===== config.mk =====
export PLATFORM = sky130hd
export DESIGN_NAME = y86_seq_controller
export DESIGN_NICKNAME = d
export VERILOG_FILES = /design/src/rtl/y86_pkg.sv /design/src/rtl/y86_next_pc.sv /design/src/rtl/y86_seq_controller.sv
export SDC_FILE = /design/constraint.sdc
export NUM_CORES = 1
export LEC_CHECK = 0
export CAP_MARGIN = 20
export CORE_UTILIZATION = 30
export DETAILED_ROUTE_END_ITERATION = 12
export PLACE_DENSITY = 0.65
export SLEW_MARGIN = 20
export SYNTH_ARGS = -nofsm -noshare
export SYNTH_HDL_FRONTEND = slang
export SYNTH_SLANG_ARGS = --single-unit
export TNS_END_PERCENT = 20

===== constraint.sdc =====
create_clock -name clk -period 2.4 [get_ports clk]
set_clock_uncertainty 0.2 [all_clocks]
set_input_delay 0.36 -clock clk [delete_from_list [all_inputs] [get_ports clk]]
set_output_delay 0.36 -clock clk [all_outputs]
set_load 0.05 [all_outputs]

===== src/rtl/y86_pkg.sv =====
// Shared constants for the Y86-64 SEQ controller:
// instruction codes, status codes and sequencer states.
package y86_pkg;

  localparam logic [3:0] IHALT   = 4'h0;
  localparam logic [3:0] INOP    = 4'h1;
  localparam logic [3:0] IRRMOVQ = 4'h2;
  localparam logic [3:0] IIRMOVQ = 4'h3;
  localparam logic [3:0] IRMMOVQ = 4'h4;
  localparam logic [3:0] IMRMOVQ = 4'h5;
  localparam logic [3:0] IOPQ    = 4'h6;
  localparam logic [3:0] IJXX    = 4'h7;
  localparam logic [3:0] ICALL   = 4'h8;
  localparam logic [3:0] IRET    = 4'h9;
  localparam logic [3:0] IPUSHQ  = 4'hA;
  localparam logic [3:0] IPOPQ   = 4'hB;

  localparam logic [2:0] SAOK = 3'd1;
  localparam logic [2:0] SHLT = 3'd2;
  localparam logic [2:0] SADR = 3'd3;
  localparam logic [2:0] SINS = 3'd4;

  typedef enum logic [2:0] {
    S_IDLE,
    S_FETCH,
    S_DECODE,
    S_EXECUTE,
    S_MEMORY,
    S_WRITEBACK,
    S_PCUPD,
    S_HALTED
  } state_t;

  function automatic logic is_mem_icode(
    input logic [3:0] ic
  );
    return (ic == IRMMOVQ) || (ic == IMRMOVQ) ||
           (ic == ICALL)   || (ic == IRET)    ||
           (ic == IPUSHQ)  || (ic == IPOPQ);
  endfunction

endpackage


===== src/rtl/y86_next_pc.sv =====
// Combinational next-PC select: call and taken jumps
// go to valC, ret to valM, everything else falls through.
module y86_next_pc
  import y86_pkg::*;
#(
  parameter int WORD_W = 64
) (
  input  logic [3:0]        i_icode,
  input  logic              i_cnd,
  input  logic [WORD_W-1:0] i_valC,
  input  logic [WORD_W-1:0] i_valP,
  input  logic [WORD_W-1:0] i_valM,
  output logic [WORD_W-1:0] o_next_pc
);

  logic w_to_valc;
  logic w_to_valm;

  assign w_to_valc = (i_icode == ICALL) ||
                     ((i_icode == IJXX) && i_cnd);
  assign w_to_valm = (i_icode == IRET);

  always_comb begin
    o_next_pc = i_valP;
    unique case (1'b1)
      w_to_valc: o_next_pc = i_valC;
      w_to_valm: o_next_pc = i_valM;
      default:   o_next_pc = i_valP;
    endcase
  end

endmodule


===== src/rtl/y86_seq_controller.sv =====
// Multi-cycle SEQ sequencer: steps FETCH..PCUPD, owns
// the architectural PC, status code and retire counter.
module y86_seq_controller
  import y86_pkg::*;
#(
  parameter int                WORD_W      = 64,
  parameter int                CNT_W       = 32,
  parameter logic [WORD_W-1:0] RESET_PC    = '0,
  parameter int                MEM_TIMEOUT = 16
) (
  input  logic              clk,
  input  logic              rst_n,
  input  logic              start,
  input  logic [3:0]        icode,
  input  logic              cnd,
  input  logic [WORD_W-1:0] valC,
  input  logic [WORD_W-1:0] valP,
  input  logic [WORD_W-1:0] valM,
  input  logic              imem_error,
  input  logic              func_error,
  input  logic              dmem_ready,
  input  logic              dmem_error,
  output logic [WORD_W-1:0] pc,
  output logic              fetch_en,
  output logic              decode_en,
  output logic              execute_en,
  output logic              mem_en,
  output logic              wb_en,
  output logic              set_cc,
  output logic [2:0]        stat,
  output logic              halted,
  output logic [CNT_W-1:0]  instr_count
);

  localparam int TW = $clog2(MEM_TIMEOUT + 1);

  state_t             r_state;
  state_t             w_next;
  logic [TW-1:0]      r_wait;
  logic [WORD_W-1:0]  r_pc;
  logic [2:0]         r_stat;
  logic [CNT_W-1:0]   r_cnt;

  logic [WORD_W-1:0]  w_npc;
  logic               w_mem_op;
  logic               w_tmo;
  logic               w_restart;
  logic               w_set_stat;
  logic [2:0]         w_fault_stat;

  y86_next_pc #(
    .WORD_W (WORD_W)
  ) u_next_pc (
    .i_icode   (icode),
    .i_cnd     (cnd),
    .i_valC    (valC),
    .i_valP    (valP),
    .i_valM    (valM),
    .o_next_pc (w_npc)
  );

  assign w_mem_op  = is_mem_icode(icode);
  assign w_tmo     = (r_wait == TW'(MEM_TIMEOUT - 1));
  assign w_restart = start &&
                     ((r_state == S_IDLE) ||
                      (r_state == S_HALTED));

  always_comb begin
    w_next       = r_state;
    w_set_stat   = 1'b0;
    w_fault_stat = SAOK;
    case (r_state)
      S_IDLE: begin
        if (start) w_next = S_FETCH;
      end
      S_FETCH: begin
        w_next = S_DECODE;
        // fault priority: address, then encoding, then halt
        if (imem_error) begin
          w_next       = S_HALTED;
          w_set_stat   = 1'b1;
          w_fault_stat = SADR;
        end else if (func_error) begin
          w_next       = S_HALTED;
          w_set_stat   = 1'b1;
          w_fault_stat = SINS;
        end else if (icode == IHALT) begin
          w_next       = S_HALTED;
          w_set_stat   = 1'b1;
          w_fault_stat = SHLT;
        end
      end
      S_DECODE:  w_next = S_EXECUTE;
      S_EXECUTE: w_next = S_MEMORY;
      S_MEMORY: begin
        if (!w_mem_op) begin
          w_next = S_WRITEBACK;
        end else if (dmem_ready) begin
          if (dmem_error) begin
            w_next       = S_HALTED;
            w_set_stat   = 1'b1;
            w_fault_stat = SADR;
          end else begin
            w_next = S_WRITEBACK;
          end
        end else if (w_tmo) begin
          w_next       = S_HALTED;
          w_set_stat   = 1'b1;
          w_fault_stat = SADR;
        end
      end
      S_WRITEBACK: w_next = S_PCUPD;
      S_PCUPD:     w_next = S_FETCH;
      S_HALTED: begin
        if (start) w_next = S_FETCH;
      end
      default: w_next = S_IDLE;
    endcase
  end

  always_ff @(posedge clk or negedge rst_n) begin
    if (!rst_n) begin
      r_state <= S_IDLE;
      r_wait  <= '0;
      r_pc    <= RESET_PC;
      r_stat  <= SAOK;
      r_cnt   <= '0;
    end else begin
      r_state <= w_next;
      if (r_state == S_MEMORY) begin
        r_wait <= r_wait + TW'(1);
      end else begin
        r_wait <= '0;
      end
      if (w_set_stat) begin
        r_stat <= w_fault_stat;
      end
      if (w_restart) begin
        r_pc   <= RESET_PC;
        r_stat <= SAOK;
      end
      if (r_state == S_PCUPD) begin
        r_pc <= w_npc;
        if (!(&r_cnt)) begin
          r_cnt <= r_cnt + CNT_W'(1);
        end
      end
    end
  end

  assign fetch_en    = (r_state == S_FETCH);
  assign decode_en   = (r_state == S_DECODE);
  assign execute_en  = (r_state == S_EXECUTE);
  assign mem_en      = (r_state == S_MEMORY);
  assign wb_en       = (r_state == S_WRITEBACK);
  assign set_cc      = (r_state == S_EXECUTE) &&
                       (icode == IOPQ);
  assign halted      = (r_state == S_HALTED);
  assign pc          = r_pc;
  assign stat        = r_stat;
  assign instr_count = r_cnt;

endmodule

==> flow_metrics.tcl, run 1 <==
set metrics [dict create \
    ir_worst_vdd_v 0.0004798 \
    cts_root_buf "clkbuf_16" \
    final_nets 1123 \
    cts_resized 0 \
    critPathKind "flop to output port" \
    clkTransAtPathRegs_ps 70 \
    drt_iter0_markers 230 \
    synth-edff-count 0 \
    setup_viol 0 \
    swShare_pct 43.88 \
    power.internal_mw 4.935 \
    io_pins 310 \
    power.switching_mw 3.859 \
    grt_max_degree 108 \
    clk_path_buf_depth 2 \
    cp-end-kind "output port" \
    wl_per_cell_microns 17.49 \
    fin_crit_sh_pct 94.86 \
    dp_hpwl_microns 15560 \
    min_from "stat[0]" \
    yosysTopAreaCellShare_pct 48.36 \
    start_kind "flop" \
    fill_cells 1697 \
    synthTopCellsByArea "dfrtp_1, a22o_1, o21ai_0, a21oi_1, nand2_1" \
    worstHoldEndpoint "stat[0]" \
    crit_fanout 11 \
    vias 5600 \
    p_comb_share_pct 51.8 \
    clkLatencyLatePin_ps 350 \
    whs_ps 263.6 \
    grt_pass1_vias 5414 \
    port_buffers 309 \
    placementRows 49 \
    htreeDepth 3 \
    pwr-share-seq_pct 29.8 \
    totalWireLength_microns 20130 \
    worstRegToRegCells 5 \
    synth_area_sq_mm 0.005485 \
    r2r_slack_ps 160 \
    ys_seq_area_share_pct 48.84 \
    cp.arrival_ps 1720 \
    ys_warn_count 0 \
    grt_antenna_before_repair 1 \
    synth.most_common_cell "dfrtp_1" \
    maxSlewViolCount 0 \
    clkPwrFrac_pct 18.4 \
    relSlewSlack_pct 59.21 \
    initial_core_util_pct 30.54 \
    cts_tree "yes" \
    dr.pass1.iters 5 \
    coreArea_sq_mm 0.01796 \
    ys_types 51 \
    syn_area_per_cell_sq_um 9.409 \
    routabilityCongestion 0.8085 \
    synth_commonest_cells "dfrtp_1, nand2_1, o21ai_0" \
    ys_async_sr_fraction_pct 100.0 \
    required_ps 1840 \
    status "completed" \
    ys_ff_latch 107 \
    synth_fp_nets 790 \
    cts-buffers-inserted 9 \
    viasPerCell 4.865 \
    hold_viol_final 0 \
    ant_nets 0 \
    track_usage_pct 21.17 \
    drive_gt1_share_pct 10.75 \
    power_leakage_nw 4.116 \
    syn_inst 583 \
    fmax_mhz 439.2 \
    route.detailed.drc 0 \
    worst_pin_slew_ps 609.9 \
    clock-sinks 107 \
    finalNonFillerCells 1151 \
    r2r_start "instr_count[2]" \
    die_area_sq_mm 0.01883 \
    final.setup.tns_ps 0 \
    cap_viol_max_count 0 \
    synth_top_area_cell "dfrtp_1" \
    hp-class "flop to flop" \
    reg2reg_to "instr_count[31]" \
    fp.dieW_microns 137.2 \
    synthToLayoutAreaGrowth_pct 75.48 \
    period_needed_ps 2277 \
    grt_remaining_overflow 0 \
    placedCellCount 1130 \
    grt_pass1_wl_microns 29890 \
    ys.flop_type "dfrtp_1" \
    powerDensity_mw_per_mm2 913.7 \
    die_h_microns 137.2 \
    rsz0062_at_grt "false" \
    total_power_mw 8.794 \
    hold_depth 2 \
]
-- cell type report --
| type | count | area (sq um) | share of cell area [%] |
|---|---|---|---|
| flip-flops and latches | 107 | 2679 | 27.83 |
| clock inverters | 5 | 77.57 | 0.8059 |
| clock buffers | 11 | 242.7 | 2.522 |
| multi-input cells | 424 | 2666 | 27.70 |
| well taps | 229 | 286.5 | 2.977 |
| inverters | 8 | 30.03 | 0.3120 |
| repair buffers | 366 | 3641 | 37.83 |
| diodes | 1 | 2.502 | 0.02600 |
-- timing repair --
action                                  CTS  global route
buffers inserted                          0             3
endpoints found under the hold margin   106             0
hold buffers                              1             0
endpoints found under the setup margin    0             4
-- metrics by stage --
stage	instance area (sq um)	setup WS [ps]	utilization, %
4_1_cts	9600	86.93	53.44
3_5_place_dp	9270	-102.0	51.61
5_1_grt	9625	27.11	53.58
3_3_place_gp	9270	-93.63	51.61
6_report	9625	123.3	53.58
2_1_floorplan	5508	-129.5	-
-- power groups by stage --
stage	sequential [mW]	clock (mW)	combinational, mW
CTS	2.63	1.67	4.59
detailed placement	2.65	0	4.58
floorplan	4.04	0	1.20
global placement	2.63	0	4.56
finish	2.62	1.62	4.56
global route	2.69	1.74	4.83
-- critical path, stage by stage, from the launching register on --
cell and delay [ps]:
dfrtp_1 480, or3b_1 460, buf_4 170, inv_1 100
buf_12 140
-- routing by layer --
layer	part of all wire [%]	track usage, %	up-vias	routed length [microns]
li1	-	-	2791	-
met1	43	27.18	2611	8671
met2	50	35.69	183	10090
met3	5.6	4.525	15	1120
met4	1.2	6.044	0	251
met5	0	0	-	0
-- cell usage in the layout, fill, tap and decap left out, types with 2 or more instances in the layout --
cell type          n
clkinv_2           2
o21ai_0           68
nor3b_1            2
inv_1              8
or3_1              3
nand2b_1           2
dfrtp_1          106
a21oi_1           67
nor2b_1            3
bufinv_16          2
nand3b_1           2
o31ai_1            2
xnor2_1           11
nand2_1           77
nand3_1           14
and2_1             4
a21o_1             2
nor3_1            14
mux2_2             2
and4_1             4
clkdlybuf4s50_1  301
nand4_1            7
nor3b_2            2
xor2_1            20
buf_12            11
clkbuf_16          9
a22o_1            64
nor2_1            10
buf_4             53
nor4_1             7
ha_1               3
and3_1             6
-- worst max path at each step --
stage | slack, ps | cells past startpoint | end | startpoint
after floorplan | -130 | 5 | instr_count[31] | instr_count[5]
final | 120 | 4 | mem_en | r_state[0]
after global routing | 30 | 4 | mem_en | r_state[0]
after CTS | 90 | 6 | instr_count[16] | r_state[0]
after global placement | -90 | 6 | stat[2] | icode[2]
after detailed placement | -100 | 6 | stat[2] | icode[2]
-- flip-flops by register name, indices dropped and copies added (netlist names) --
| signal | cells |
|---|---|
| r_state | 3 |
| instr_count | 32 |
| stat | 3 |
| pc | 64 |
| r_wait | 5 |
-- logic make-up after synthesis --
logic type               synth area share (%)
AO/OA/AOI/OAI                           24.34
XOR/XNOR                                4.950
adder cells (fa/ha/maj)                0.6844
buffers and inverters                   3.672
flip-flops                              48.84
multiplexers                           0.7983
AND/OR/NAND/NOR                         16.72
(Power assumes the default switching activity.)
==> inputs of run 2 (changes only) <==
--- a/config.mk
+++ b/config.mk
@@ -6,6 +6,7 @@
 export NUM_CORES = 1
 export LEC_CHECK = 0
 export CAP_MARGIN = 20
+export CORE_ASPECT_RATIO = 1.1
 export CORE_UTILIZATION = 30
 export DETAILED_ROUTE_END_ITERATION = 12
 export PLACE_DENSITY = 0.65
==> run 2 against run 1 <==
  * Combinational power about the same
  * Worst setup slack improved by 5.8 ps
  * Count of clock-buffer cells in the layout increased by 2
  * Via count increased by 2.5%
  * Global-route usage increased by 1.3 points
  * Routed wire length increased by 6.6%
  * Sequential cell count unchanged
  * Die area about the same
  * Critical endpoint is now instr_count[19]
  * Largest power group unchanged
  * Highest routed layer unchanged
==> flow_metrics.tcl, run 2 (synthesis results as in run 1) <==
set metrics [dict create \
    status "completed" \
    clkLatencyLatePin_ps 350 \
    powerDensity_mw_per_mm2 905.5 \
    final_common_cell "clkdlybuf4s50_1" \
    critPathKind "flop to flop" \
    routabilityCongestion 0.8569 \
    dp_hpwl_microns 16150 \
    setup_ws_ps 129.2 \
    path_cells "ha_1, and4_1, nand4_1, nor4_2, buf_4, buf_12, nor4_1, xor2_1" \
    crit_fanout 15 \
    cts_tree "yes" \
    cp.arrival_ps 2340 \
    largest_reg_flops 64 \
    htreeDepth 3 \
    start_kind "flop" \
    die_h_microns 143.8 \
    fmax_mhz 440.4 \
    drt_iter0_markers 256 \
    required_ps 2470 \
    final.setup.tns_ps 0 \
    grt_pass1_vias 5483 \
    diodes 0 \
    placementRows 51 \
    ant_nets 0 \
    cap_viol_max_count 0 \
    track_usage_pct 22.45 \
    port_buffers 309 \
    design_area_sq_mm 0.009570 \
    die_area_sq_mm 0.01883 \
    vias 5739 \
    clock-sinks 107 \
    clk_path_buf_depth 2 \
    layout_common_cells "clkdlybuf4s50_1, dfrtp_1, nand2_1" \
    totalWireLength_microns 21470 \
    grt_antenna_before_repair 0 \
    route.detailed.drc 0 \
    worst_pin_slew_ps 725.9 \
    cts_root_buf "clkbuf_16" \
    relSlewSlack_pct 51.55 \
    period_needed_ps 2271 \
    viasPerCell 4.990 \
    cp_slowest_cell "dfrtp_2" \
    slowest_delay_ps 440 \
    path_buf_inv 2 \
    hold_viol_final 0 \
    wl_per_cell_microns 18.67 \
    grt_pass1_wl_microns 31420 \
    clkTransAtPathRegs_ps 70 \
    ir_worst_vdd_v 0.0004508 \
    total_power_mw 8.666 \
    hp-class "flop to flop" \
    coreArea_sq_mm 0.01780 \
    grt_max_degree 65 \
    fin_crit_sh_pct 94.62 \
    maxSlewViolCount 0 \
    initial_core_util_pct 30.81 \
    synthToLayoutAreaGrowth_pct 74.48 \
    grt_remaining_overflow 0 \
    cts-buffers-inserted 9 \
    hold_depth 1 \
    io_pins 310 \
    rsz0062_at_grt "false" \
    drive_gt1_share_pct 9.978 \
    critical_path_depth 8 \
    dr.pass1.iters 4 \
    dpl_cell_area_sq_mm 0.009179 \
    cp-end-kind "flop" \
    worstRegToRegCells 8 \
    setup_viol 0 \
    final_nets 1114 \
    power_leakage_nw 4.067 \
    fp.dieW_microns 130.9 \
    path_delay_family "simple AND/OR/NAND/NOR gates" \
    pre_cts_ws_ps -409.4 \
]
[run 2: layout make-up]
| type | instances | area [sq um] |
|---|---|---|
| Clock buffer | 13 | 250.2 |
| Clock inverter | 3 | 40.04 |
| Fill cell | 1651 | 8233 |
| Inverter | 8 | 30.03 |
| Multi-Input combinational cell | 425 | 2688 |
| Sequential cell | 107 | 2680 |
| Tap cell | 238 | 297.8 |
| Timing Repair Buffer | 356 | 3585 |
[run 2: repair_timing]
| action | 4_1_cts | 5_1_grt |
|---|---|---|
| hold buffers | 1 | 0 |
| resized for setup | 1 | 9 |
| buffers inserted | 0 | 5 |
| endpoints found under the hold margin | 106 | 0 |
| pin swaps | 1 | 3 |
| cloned | 0 | 1 |
| endpoints found under the setup margin | 7 | 61 |
[run 2: through the flow]
step / util, % / hold slack (ps) / cells
global placement: 51.56 / 180.9 / 1127
detailed placement: 51.56 / 190.7 / 1127
floorplan: - / -135.6 / 583
global route: 53.76 / 282.6 / 1150
finish: 53.76 / 254.2 / 1150
CTS: 53.26 / 260.6 / 1144
[run 2: power breakdown]
part	internal [mW]	switching, mW	leakage (nW)
combinational	1.67	2.89	2.51
sequential	2.28	0.323	1.42
clock	0.837	0.663	0.144
[run 2: worst register-to-register path, delay by kind of cell (launching register included)]
family / cells / cell delay (ps)
fa+ha+maj: 1 / 220
flops: 1 / 440
buf+inv: 2 / 320
xor+xnor: 1 / 190
simple gates: 4 / 830
[run 2: worst paths after layout]
check / start / to / slack [ps]
worst min-delay path: r_wait[0] / r_wait[0] / 250
min in group asynchronous: rst_n / stat[1] / 360
worst max-delay path: instr_count[0] / instr_count[19] / 130
max in group asynchronous: rst_n / instr_count[0] / 1000
worst max register to register: instr_count[0] / instr_count[19] / 130
worst min register to register: r_wait[0] / r_wait[0] / 250
[run 2: routing by layer]
| metal | global-route usage (%) | up-vias | wire (microns) |
|---|---|---|---|
| met1 | 29.54 | 2723 | 9038 |
| met2 | 36.98 | 219 | 10790 |
| li1 | - | 2777 | - |
| met5 | 0 | - | 0 |
| met4 | 6.715 | 0 | 304 |
| met3 | 4.356 | 20 | 1332 |
==> inputs of run 3 (changes only) <==
--- a/config.mk
+++ b/config.mk
@@ -7,9 +7,9 @@
 export LEC_CHECK = 0
 export CAP_MARGIN = 20
 export CORE_ASPECT_RATIO = 1.1
-export CORE_UTILIZATION = 30
+export CORE_UTILIZATION = 39
 export DETAILED_ROUTE_END_ITERATION = 12
-export PLACE_DENSITY = 0.65
+export PLACE_DENSITY = 0.82
 export SLEW_MARGIN = 20
 export SYNTH_ARGS = -nofsm -noshare
 export SYNTH_HDL_FRONTEND = slang
==> run 3 against run 2 <==
  * Via count grew 1.8%
  * Sequential cell count is the same
  * Register-to-register slack gained 20 ps
  * Worst setup slack lost 8.3 ps
  * Sequential share of layout area grew 0.28 points
  * Combinational power is essentially flat
  * Routed wire length shrank 5.8%
  * Final cell count shrank 4.4%
  * Maximum frequency shrank 0.36%
  * Critical path depth shrank 4
  * Die area shrank 23%
==> flow_metrics.tcl, run 3 (synthesis results as in run 1) <==
set metrics [dict create \
    crit_fanout 11 \
    clkTransAtPathRegs_ps 70 \
    viasPerCell 5.315 \
    fp.dieW_microns 115.1 \
    worst_pin_slew_ps 641.9 \
    clk_path_buf_depth 2 \
    power_leakage_nw 4.048 \
    worstRegToRegCells 5 \
    r2r_start "instr_count[2]" \
    setup_viol 0 \
    io_pins 310 \
    ant_nets 0 \
    design_area_sq_mm 0.009470 \
    die_area_sq_mm 0.01454 \
    rsz0062_at_grt "false" \
    cp.arrival_ps 1720 \
    track_usage_pct 27.89 \
    die_h_microns 126.4 \
    hp-class "flop to flop" \
    grt_pass1_wl_microns 30760 \
    coreArea_sq_mm 0.01374 \
    status "completed" \
    reg2reg_to "instr_count[31]" \
    cts_resized 0 \
    totalWireLength_microns 20220 \
    final_nets 1113 \
    r2r_slack_ps 150 \
    cts-buffers-inserted 9 \
    cts_root_buf "clkbuf_16" \
    finalNonFillerCells 1099 \
    critPathKind "flop to output port" \
    crit_path_start "r_state[0]" \
    dpl_cell_area_sq_mm 0.009164 \
    period_needed_ps 2279 \
    fin_crit_sh_pct 94.96 \
    cap_viol_max_count 0 \
    hold_viol_final 0 \
    setup_ws_ps 120.9 \
    powerDensity_mw_per_mm2 914.1 \
    pre_cts_ws_ps -177.9 \
    route.detailed.drc 0 \
    relSlewSlack_pct 57.10 \
    diodes 0 \
    placedCellCount 1082 \
    cts_tree "yes" \
    grt_pass1_vias 5855 \
    wl_per_cell_microns 18.39 \
    layout_common_cells "clkdlybuf4s50_1, dfrtp_1, nand2_1" \
    synthToLayoutAreaGrowth_pct 72.65 \
    clkLatencyLatePin_ps 350 \
    initial_core_util_pct 39.93 \
    dr.pass1.iters 4 \
    critPathCapture "mem_en" \
    dp_hpwl_microns 15740 \
    maxSlewViolCount 0 \
    cp-end-kind "output port" \
    clock-sinks 107 \
    ir_worst_vdd_v 0.0004776 \
    final_common_cell "clkdlybuf4s50_1" \
    routabilityCongestion 0.9189 \
    placementRows 45 \
    port_buffers 309 \
    largest_reg_flops 64 \
    fmax_mhz 438.8 \
    drt_iter0_markers 307 \
    vias 5841 \
    grt_max_degree 44 \
    fill_cells 1179 \
    htreeDepth 3 \
    drive_gt1_share_pct 9.769 \
    required_ps 1840 \
    grt_remaining_overflow 0 \
    start_kind "flop" \
    grt_antenna_before_repair 0 \
]
run 3: repair_timing:
action / CTS / global route
endpoints found under the hold margin: 39 / 0
buffers inserted: 0 / 0
hold buffers: 1 / 0
run 3: worst min path at each step:
stage / startpoint / end / depth (start not counted) / slack, ps
finish: r_wait[0] / r_wait[0] / 1 / 250
detailed placement: rst_n / instr_count[16] / 1 / 210
floorplan: rst_n / instr_count[0] / 0 / -140
global placement: rst_n / instr_count[13] / 1 / 200
global route: r_wait[0] / r_wait[0] / 1 / 260
CTS: r_wait[0] / r_wait[0] / 1 / 260
run 3: critical path: stages, from the launching register on:
cell     delay, ps
dfrtp_1        480
or3b_1         450
buf_4          170
inv_1          120
buf_12         150
run 3: final cells by class:
type	instances	area (sq um)	area share [%]
repair buffers	356	3563	37.63
flip-flops and latches	107	2679	28.29
multi-input cells	424	2666	28.15
clock buffers	12	246.5	2.603
well taps	188	235.2	2.484
clock inverters	4	50.05	0.5285
inverters	8	30.03	0.3171
run 3: metrics by stage:
step	total power, mW	util, %	TNS [ps]	hold slack [ps]
2_1_floorplan	5.237	-	-346.2	-135.6
3_3_place_gp	7.123	66.70	-5097	198.8
3_5_place_dp	7.206	66.70	-7961	211.8
4_1_cts	8.712	68.93	0	255.3
5_1_grt	9.063	68.93	0	264.6
6_report	8.657	68.93	0	252.6
run 3: per-layer routing:
| layer | routed length (microns) | share of wire (%) | up-vias | global-route usage [%] |
|---|---|---|---|---|
| met5 | 0 | 0 | - | 0 |
| met4 | 679 | 3.4 | 0 | 10.92 |
| met3 | 1252 | 6.2 | 45 | 5.972 |
| met2 | 10250 | 51 | 230 | 49.18 |
| met1 | 8035 | 40 | 2807 | 32.79 |
| li1 | - | - | 2759 | - |
run 3: power by group:
part	internal [mW]	switching (mW)	total (mW)
logic	1.68	2.89	4.56
registers	2.28	0.317	2.60
clock network	0.837	0.656	1.49
total	4.80	3.86	8.66
